==> src/rtl/vector_matrix_multiply_row_unit.sv <==
// Vector-matrix multiply row unit: O[j] = sum_k A[k] * W[k][j].
// One signed multiply-accumulate per cycle, k inner loop, j outer loop.
// Operands are captured when a start is accepted, so later input changes do
// not affect the running operation.
//
// Ports:
//   clk             - clock, all state updates on rising edge
//   rst_n           - asynchronous active-low reset
//   op_start        - start request, accepted only in idle
//   input_vector_A  - signed input row vector [0:K_DIM-1]
//   weight_matrix_W - signed weight matrix [0:K_DIM-1][0:N_DIM-1]
//   output_vector_O - registered result vector [0:N_DIM-1], held until next completion
//   op_busy         - high while MACs are in progress
//   op_done         - one-cycle completion pulse, O valid while high
module vector_matrix_multiply_row_unit #(
  parameter int unsigned DATA_WIDTH  = 8,
  parameter int unsigned ACCUM_WIDTH = 32,
  parameter int unsigned K_DIM       = 2,
  parameter int unsigned N_DIM       = 2
) (
  input  logic                          clk,
  input  logic                          rst_n,
  input  logic                          op_start,
  input  logic signed [DATA_WIDTH-1:0]  input_vector_A  [0:K_DIM-1],
  input  logic signed [DATA_WIDTH-1:0]  weight_matrix_W [0:K_DIM-1][0:N_DIM-1],
  output logic signed [ACCUM_WIDTH-1:0] output_vector_O [0:N_DIM-1],
  output logic                          op_busy,
  output logic                          op_done
);

  localparam int unsigned KIdxW = (K_DIM > 1) ? $clog2(K_DIM) : 1;
  localparam int unsigned JIdxW = (N_DIM > 1) ? $clog2(N_DIM) : 1;
  localparam logic [KIdxW-1:0] KLast = KIdxW'(K_DIM - 1);
  localparam logic [JIdxW-1:0] JLast = JIdxW'(N_DIM - 1);

  typedef enum logic [1:0] {StIdle, StCompute, StDone} state_e;

  state_e                        state_q;
  logic [KIdxW-1:0]              k_q;
  logic [JIdxW-1:0]              j_q;
  logic signed [DATA_WIDTH-1:0]  a_q   [0:K_DIM-1];
  logic signed [DATA_WIDTH-1:0]  w_q   [0:K_DIM-1][0:N_DIM-1];
  logic signed [ACCUM_WIDTH-1:0] acc_q [0:N_DIM-1];

  logic signed [2*DATA_WIDTH-1:0] prod;
  logic signed [ACCUM_WIDTH-1:0]  mac_sum;

  // Full-precision product, sign-extended before a wrapping accumulate.
  always_comb begin
    prod    = a_q[k_q] * w_q[k_q][j_q];
    mac_sum = acc_q[j_q] + ACCUM_WIDTH'(prod);
  end

  always_ff @(posedge clk or negedge rst_n) begin
    if (!rst_n) begin
      state_q <= StIdle;
      k_q     <= '0;
      j_q     <= '0;
      op_busy <= 1'b0;
      op_done <= 1'b0;
      for (int unsigned k = 0; k < K_DIM; k++) begin
        a_q[k] <= '0;
        for (int unsigned n = 0; n < N_DIM; n++) begin
          w_q[k][n] <= '0;
        end
      end
      for (int unsigned n = 0; n < N_DIM; n++) begin
        acc_q[n]           <= '0;
        output_vector_O[n] <= '0;
      end
    end else begin
      unique case (state_q)
        StIdle: begin
          op_done <= 1'b0;
          if (op_start) begin
            a_q     <= input_vector_A;
            w_q     <= weight_matrix_W;
            k_q     <= '0;
            j_q     <= '0;
            op_busy <= 1'b1;
            state_q <= StCompute;
            for (int unsigned n = 0; n < N_DIM; n++) begin
              acc_q[n] <= '0;
            end
          end
        end
        StCompute: begin
          acc_q[j_q] <= mac_sum;
          if (k_q == KLast) begin
            k_q <= '0;
            if (j_q == JLast) begin
              // Final MAC: publish results including this cycle's sum.
              op_busy <= 1'b0;
              op_done <= 1'b1;
              state_q <= StDone;
              for (int unsigned n = 0; n < N_DIM; n++) begin
                output_vector_O[n] <= (JIdxW'(n) == j_q) ? mac_sum : acc_q[n];
              end
            end else begin
              j_q <= j_q + 1'b1;
            end
          end else begin
            k_q <= k_q + 1'b1;
          end
        end
        StDone: begin
          op_done <= 1'b0;
          state_q <= StIdle;
        end
        default: begin
          op_busy <= 1'b0;
          op_done <= 1'b0;
          state_q <= StIdle;
        end
      endcase
    end
  end

endmodule

==> config.mk <==
export PLATFORM = sky130hd
export DESIGN_NAME = vector_matrix_multiply_row_unit
export DESIGN_NICKNAME = d
export VERILOG_FILES = /design/src/rtl/vector_matrix_multiply_row_unit.sv
export SDC_FILE = /design/constraint.sdc
export NUM_CORES = 1
export LEC_CHECK = 0
export ABC_AREA = 1
export CAP_MARGIN = 20
export CORE_MARGIN = 2
export CORE_UTILIZATION = 25
export CTS_BUF_LIST = sky130_fd_sc_hd__clkbuf_16
export CTS_CLUSTER_DIAMETER = 30
export DETAILED_ROUTE_END_ITERATION = 12
export HOLD_SLACK_MARGIN = 0.15
export PLACE_DENSITY = 0.38
export REMOVE_ABC_BUFFERS = 1
export SLEW_MARGIN = 5
export SYNTH_ARGS = -nofsm -noshare
export SYNTH_HDL_FRONTEND = slang
export SYNTH_SLANG_ARGS = --single-unit
==> constraint.sdc <==
create_clock -name clk -period 15.7 [get_ports clk]
set_input_delay 1.57 -clock clk [delete_from_list [all_inputs] [get_ports clk]]
set_output_delay 1.57 -clock clk [all_outputs]
set_load 0.05 [all_outputs]
==> summary.md, run 1 <==
| Metric | Value |
|---|---|
| Number of endpoints failing setup at the final stage | `0` |
| Post-Synth XOR/XNOR Area | `0.8375%` |
| Data required time at the worst endpoint | `16.07 ns` |
| Final setup skew | `roughly 0.018 ns` |
| TritonCTS clock tree | `done` |
| Cell at the slowest stage of the critical path | `sky130_fd_sc_hd__fa_1` |
| Post-cts gate resize count | `0` |
| Cells along the critical path | `buf_16 > inv_2 > nand2_1 > nand3_1 > nand2_1 > inv_1 > nand2_1 > fa_1 > inv_1 > fa_1 > fa_1 > fa_1 > ha_1 > ha_1 > nand2_1 > nor2_1 > inv_1 > nor2_1 > nand4_1 > nand3_1 > nand2_1 > nand3_1 > o21ai_0` |
| Share of post-route cells with drive strength above 1 | `4.264%` |
| Simple logic cell fraction of the synthesized area | `22.51%` |
| Detailed-route vias per instance | `4.438` |
| Final cell count without fillers | `2455` |
| Total of buffers placed on input and output ports | `116` |
| Starting density of the core | `25.26%` |
| Reported max-cap violation count | `0` |
| Kind of end point of the critical path | `flop` |
| Most repeated library cell on the critical path | `sky130_fd_sc_hd__nand2_1` |
| Area of the core | `0.05381 mm²` |
| Area enclosed by the die boundary | `0.05626 mm²` |
| Area added between synthesis and finish | `18.23%` |
| Number of clock buffers inserted by TritonCTS | `17` |
| Total negative slack for setup checks | `0 ns` |
| Total clock sinks | `182` |
| GR Util met1 | `21.49%` |
| CTS hold repair buffers | `0` |
| Delay contributed by the slowest stage of the critical path | `0.70 ns` |
| Post-detailed-route count of antenna-violating nets | `0` |
| Met3 global-route usage | `2.613%` |
| Highest fanout seen on the critical path | `27` |
| Standard-cell row count | `85` |
| CP top delay family | `adder cells` |
| DR WL/cell | `17.01 µm` |
| Worst slew margin relative to its limit | `26.80%` |
| Number of antenna violations at the first check in global routing | `1` |
| Routed wire length | `roughly 42000 µm` |
| Cell Area, Synth | `0.01360 mm²` |
| Number of warning messages in the yosys log | `0` |
| Number of setup buffers added after CTS | `0` |
| Async S/R FF share, synth | `100.0%` |
| Gate count of the mapped netlist | `1643` |
| Met2 track demand over resource in global routing | `between 20% and 30%` |
| Placed cell count | `2421` |
| RSZ-0062 raised after global routing | `no` |
| Sequential-to-total area share from yosys stat | `33.50%` |
| Reg clk slew, reported paths | `approximately 0.080 ns` |
| Number of register bits inferred by synthesis | `182` |
| Count of endpoints failing hold in the final timing report | `0` |
| Gr usage total | `between 10% and 20%` |
| EDFF count, synth | `0` |
| Detailed-route DRC error count | `0` |
| Tmin final | `6.877 ns` |
| Number of global-route vias before repair | `between 10000 and 15000` |
| Wire length of the first global-routing pass | `66560 µm` |
| Worst Path Arrival | `a little over 7 ns` |
| H-tree levels | `4` |
| Worst Setup Start Kind | `flop` |
| Number of DRC markers after the initial detailed-route iteration | `between 600 and 700` |
| Syn_area_per_cell | `8.275 µm²` |
| Mux contribution to synthesized area | `0%` |
| Most heavily used metal layer in global routing | `met2` |
| Clock insertion delay at the later pin of the skew report | `0.49 ns` |
| Worst Tran Pin Value | `1.087 ns` |
| Total number of vias | `10900` |
| Fraction of the cycle the final worst path needs | `43.80%` |
| Die extent in y | `roughly 240 µm` |
| Main combinational cell family by area after synthesis | `adder cells` |
| Post-synth top flop | `sky130_fd_sc_hd__dfrtp_1` |
| Netlist cell types | `30` |
| Net count reported at finish | `around 2000` |
| Hold Slack | `between 0.4 and 0.5 ns` |
| Result of the run | `finished clean` |
| Total iterations of the first detailed-routing run | `5` |
| Compound-Gate Fraction of Synth Area | `7.399%` |
| Chip Width | `237.2 µm` |
| Pin count of the biggest net entering global routing | `69` |
| Total overflow reported by the global router | `0` |
| Count of buffer and inverter cells on the critical path | `5` |
| Number of buffers between clock root and the deepest sink | `2` |
| Number of antenna repair diodes | `0` |
| Clock tree root driver cell | `sky130_fd_sc_hd__clkbuf_16` |
| Most frequent cells in the layout | `531 x sky130_fd_sc_hd__nand2_1, 260 x sky130_fd_sc_hd__inv_1, 182 x sky130_fd_sc_hd__dfrtp_1` |
| Class of the tightest hold or removal check | `reg -> reg` |
| Maximum operating frequency | `145.4 MHz` |
| Leading cell type in the layout, fill and taps excluded | `sky130_fd_sc_hd__nand2_1` |
| Final estimated routing congestion in global placement | `0.8907` |
| Crit Path Class | `reg -> reg` |
| Detail Placement HPWL | `approximately 33000 µm` |
| Number of placed I/O pins | `117` |
| Slew Limit Fails | `0` |
| Adder-cell area share of the yosys netlist | `26.47%` |
cell families after synthesis:
logic type	count (synthesis)
xor+xnor	13
simple gates	748
fa+ha+maj	206
buf+inv	313
compound gates	181
flops	182
worst paths after layout:
kind,from,cells past startpoint,slack [ns],end
max,k_q,23,8.82,acc_q[53]
min reg2reg,acc_q[20],2,0.48,acc_q[20]
min,acc_q[20],2,0.48,acc_q[20]
max reg2reg,k_q,23,8.82,acc_q[53]
min in group asynchronous,rst_n,1,1.02,output_vector_O[12]
max in group asynchronous,rst_n,2,13.32,w_q[27]
metrics by stage:
stage | area (µm²) | util [%] | setup WS, ns
2_1_floorplan | 13340 | - | 9.484
3_3_place_gp | 15470 | 28.74 | 8.450
3_5_place_dp | 15470 | 28.74 | 8.405
4_1_cts | 16040 | 29.80 | 8.405
5_1_grt | 16070 | 29.87 | 8.288
6_report | 16070 | 29.87 | 8.823
worst reg2reg max path, delay by kind of cell, from the launching register on:
kind	cells	cell delay (ns)
adders and majority gates	6	3.00
and+or+nand+nor	11	1.77
buffers and inverters	5	1.43
DFF	1	0.51
AOI/OAI and AO/OA	1	0.09
sequential cells by signal (all words and copies together) (netlist names):
| register | flops |
|---|---|
| acc_q | 64 |
| output_vector_O | 64 |
| w_q | 32 |
| a_q | 16 |
| state_q | 2 |
| j_q | 1 |
| k_q | 1 |
| op_busy | 1 |
| op_done | 1 |
cell type report:
cell class,instances,area [µm²]
clock buffers,17,425.4
well taps,696,870.8
inverters,267,1007
flip-flops and latches,182,4554
clock inverters,15,147.6
repair buffers,130,1290
fillers,5785,37740
multi-input cells,1148,7779
synthesized netlist by cell type (all sizes together) (20+ instances only):
master / instances / area [µm²]
nand2: 531 / 1993
inv: 267 / 1005
dfrtp: 182 / 4554
fa: 136 / 2723
o21ai: 126 / 690.7
nand3: 106 / 530.5
nor2: 80 / 347.8
ha: 70 / 875.8
a21oi: 27 / 135.1
buf: 26 / 182.7
o22ai: 24 / 150.1
clkbuf: 20 / 75.07
layer usage:
layer	wire [µm]	up-vias
li1	-	5313
met4	627	0
met5	0	-
met1	20230	5391
met2	19640	164
met3	1279	27
Power of run 1 is left out: the tool's default activity adds up to more than one toggle a clock period on the data nets, which glitch-free logic cannot reach.
==> run 2: changes to the inputs <==
- PLACE_DENSITY: 0.38 -> 0.39
- clock period: 15.7 -> 5.5 ns (I/O delays scaled with it)
==> summary.md, run 2 (synthesis results as in run 1) <==
| Metric | Value |
|---|---|
| R2r worst-path depth | `23 (unchanged)` |
| Storage cell area | `0.004556 mm² (about the same)` |
| Gr usage total | `16.12% (+0.49 points)` |
| Number of antenna violations at the first check in global routing | `0 (-1)` |
| Number of buffers between clock root and the deepest sink | `2 (unchanged)` |
| Worst Hold End | `acc_q[28]` |
| Slew Limit Fails | `0 (unchanged)` |
| DR WL/cell | `16.74 µm (-1.6%)` |
| Hold_sp | `acc_q[28]` |
| Final setup skew | `0.02040 ns (+0.002845 ns)` |
| RR Endpoint | `acc_q[47]` |
| Clock insertion delay at the later pin of the skew report | `0.49 ns (about the same)` |
| Delay contributed by the slowest stage of the critical path | `0.56 ns (-0.14 ns)` |
| Cell at the slowest stage of the critical path | `sky130_fd_sc_hd__fa_1` |
| Finished layout cell area | `0.01788 mm² (+11%)` |
| GR Util met1 | `21.70% (+0.21 points)` |
| Final estimated routing congestion in global placement | `0.8664 (-2.7%)` |
| Total of buffers placed on input and output ports | `116 (unchanged)` |
| Total iterations of the first detailed-routing run | `6 (+1)` |
| Area enclosed by the die boundary | `0.05626 mm² (unchanged)` |
| Multi-input gate area in the final layout | `0.008339 mm² (+7.2%)` |
| Crit Path Class | `reg -> reg` |
| Worst Path Arrival | `5.61 ns (-1.64 ns)` |
| Most repeated library cell on the critical path | `sky130_fd_sc_hd__fa_1` |
| Chip Width | `237.2 µm (unchanged)` |
| Worst slew margin relative to its limit | `49.87% (+23 points)` |
| Reg clk slew, reported paths | `0.08 ns (about the same)` |
| Area of the core | `0.05381 mm² (unchanged)` |
| Leading cell type in the layout, fill and taps excluded | `sky130_fd_sc_hd__nand2_1` |
| Detail Placement HPWL | `34420 µm (+5.7%)` |
| Total overflow reported by the global router | `0 (unchanged)` |
| Result of the run | `finished clean` |
| TritonCTS clock tree | `done` |
| Net count reported at finish | `2149 (+7.3%)` |
| Total number of vias | `11420 (+4.8%)` |
| Maximum operating frequency | `190.3 MHz (+31%)` |
| H-tree levels | `4 (unchanged)` |
| Worst Setup Start Kind | `flop` |
| Most frequent cells in the layout | `506 x sky130_fd_sc_hd__nand2_1, 255 x sky130_fd_sc_hd__inv_1, 181 x sky130_fd_sc_hd__dfrtp_1` |
| Routed wire length | `43480 µm (+4.1%)` |
| Wire length of the first global-routing pass | `68430 µm (+2.8%)` |
| Standard-cell row count | `85 (unchanged)` |
| Highest fanout seen on the critical path | `5 (-81%)` |
| Detailed-route vias per instance | `4.399 (-0.89%)` |
| Number of placed I/O pins | `117 (unchanged)` |
| Reported max-cap violation count | `0 (unchanged)` |
| Cell area after placement | `0.01665 mm² (+7.7%)` |
| Filler cells | `5706 (-1.4%)` |
| Fraction of the cycle the final worst path needs | `95.57% (+52 points)` |
| Clock tree root driver cell | `sky130_fd_sc_hd__clkbuf_16` |
| Total clock sinks | `182 (unchanged)` |
| Cells along the critical path | `buf_4 > o21ai_4 > inv_2 > nor2_4 > inv_4 > clkbuf_16 > fa_1 > inv_1 > fa_1 > fa_1 > fa_1 > ha_1 > ha_1 > nand2_2 > inv_1 > nand2_1 > nand2_1 > nand2_1 > nand3_1 > buf_4 > or2_2 > nand3_1 > o21ai_0` |
| Met2 track demand over resource in global routing | `26.00% (+0.58 points)` |
| Number of clock buffers inserted by TritonCTS | `17 (unchanged)` |
| Met3 global-route usage | `3.019% (+0.41 points)` |
| R2r startpoint | `k_q` |
| Most heavily used metal layer in global routing | `met2` |
| Kind of end point of the critical path | `flop` |
| Leading registers by flop count | `acc_q x64, output_vector_O x64, w_q x32` |
| Count of endpoints failing hold in the final timing report | `0 (unchanged)` |
| Share of post-route cells with drive strength above 1 | `16.79% (+13 points)` |
| Worst Tran Pin Value | `0.7502 ns (-0.3364 ns)` |
| Starting density of the core | `25.26% (unchanged)` |
| Post-detailed-route count of antenna-violating nets | `0 (unchanged)` |
| Worst setup slack for register-to-register paths | `0.24 ns (-8.58 ns)` |
| Die extent in y | `237.2 µm (unchanged)` |
| Worst hold stages | `2 (unchanged)` |
| Number of DRC markers after the initial detailed-route iteration | `550 (-19%)` |
| Class of the tightest hold or removal check | `reg -> reg` |
| Tmin final | `5.256 ns (-1.620 ns)` |
| Number of global-route vias before repair | `12040 (+6.0%)` |
| Detailed-route DRC error count | `0 (unchanged)` |
| Number of endpoints failing setup at the final stage | `0 (unchanged)` |
| Pin count of the biggest net entering global routing | `110 (+59%)` |
| Area added between synthesis and finish | `31.48%` |
| Data required time at the worst endpoint | `5.85 ns (-10.22 ns)` |
-- run 2: worst max-delay path, delay by kind of cell, from the launching register on --
family | cells | cell delay, ns
flops | 1 | 0.46
compound gates | 2 | 0.23
buf+inv | 7 | 0.77
fa+ha+maj | 6 | 2.59
simple gates | 8 | 1.06
-- run 2: worst max-delay path by stage --
| stage | endpoint | slack (ns) | startpoint | cells after the start |
|---|---|---|---|---|
| after global placement | output_vector_O[26] | -0.29 | k_q | 22 |
| after detailed placement | output_vector_O[26] | -0.23 | k_q | 22 |
| final | acc_q[47] | 0.24 | k_q | 23 |
| after floorplan | acc_q[48] | -0.72 | j_q | 20 |
| after CTS | acc_q[13] | -0.003 | k_q | 21 |
| after global routing | acc_q[21] | -0.03 | j_q | 25 |
-- run 2: cell type report --
class / count / area share [%]
Clock buffer: 17 / 2.380
Multi-Input combinational cell: 1148 / 46.65
Sequential cell: 182 / 25.48
Clock inverter: 10 / 0.7419
Tap cell: 696 / 4.872
Antenna cell: 1 / 0.01400
Timing Repair Buffer: 276 / 14.18
Inverter: 267 / 5.676
-- run 2: per-layer routing --
layer,share of wire (%),vias up
li1,-,5594
met1,48,5625
met2,46,167
met3,3.1,37
met4,2.3,0
met5,0,-
-- run 2: per-stage QoR --
stage / hold slack (ns) / utilization, % / setup slack (ns) / TNS [ns] / std cells
global route: 0.4991 / 33.21 / -0.03385 / -0.1137 / 2596
finish: 0.4735 / 33.22 / 0.2438 / 0 / 2597
global placement: 0.4582 / 30.94 / -0.2886 / -3.022 / 2562
floorplan: 0.2544 / - / -0.7156 / -45.23 / 1597
CTS: 0.4792 / 32.08 / -0.002670 / -0.002670 / 2590
detailed placement: 0.4602 / 30.94 / -0.2253 / -3.957 / 2562
-- run 2: repair_timing --
item / 4_1_cts / 5_1_grt
cloned: 0 / 2
hold buffers: 1 / 0
endpoints found under the hold margin: 73 / 0
setup endpoints to repair: 42 / 66
buffers inserted: 0 / 4
resized for setup: 14 / 124
pin swaps: 3 / 32
Power of run 2 is left out for the same reason.
==> run 3: changes to the inputs <==
- CTS_CLUSTER_DIAMETER: 30 -> not set
- SLEW_MARGIN: 5 -> 20
==> results of run 3 <==
Same layout as run 2: the final DEF is identical, and so are final timing and power.
Power of run 3 is left out for the same reason.
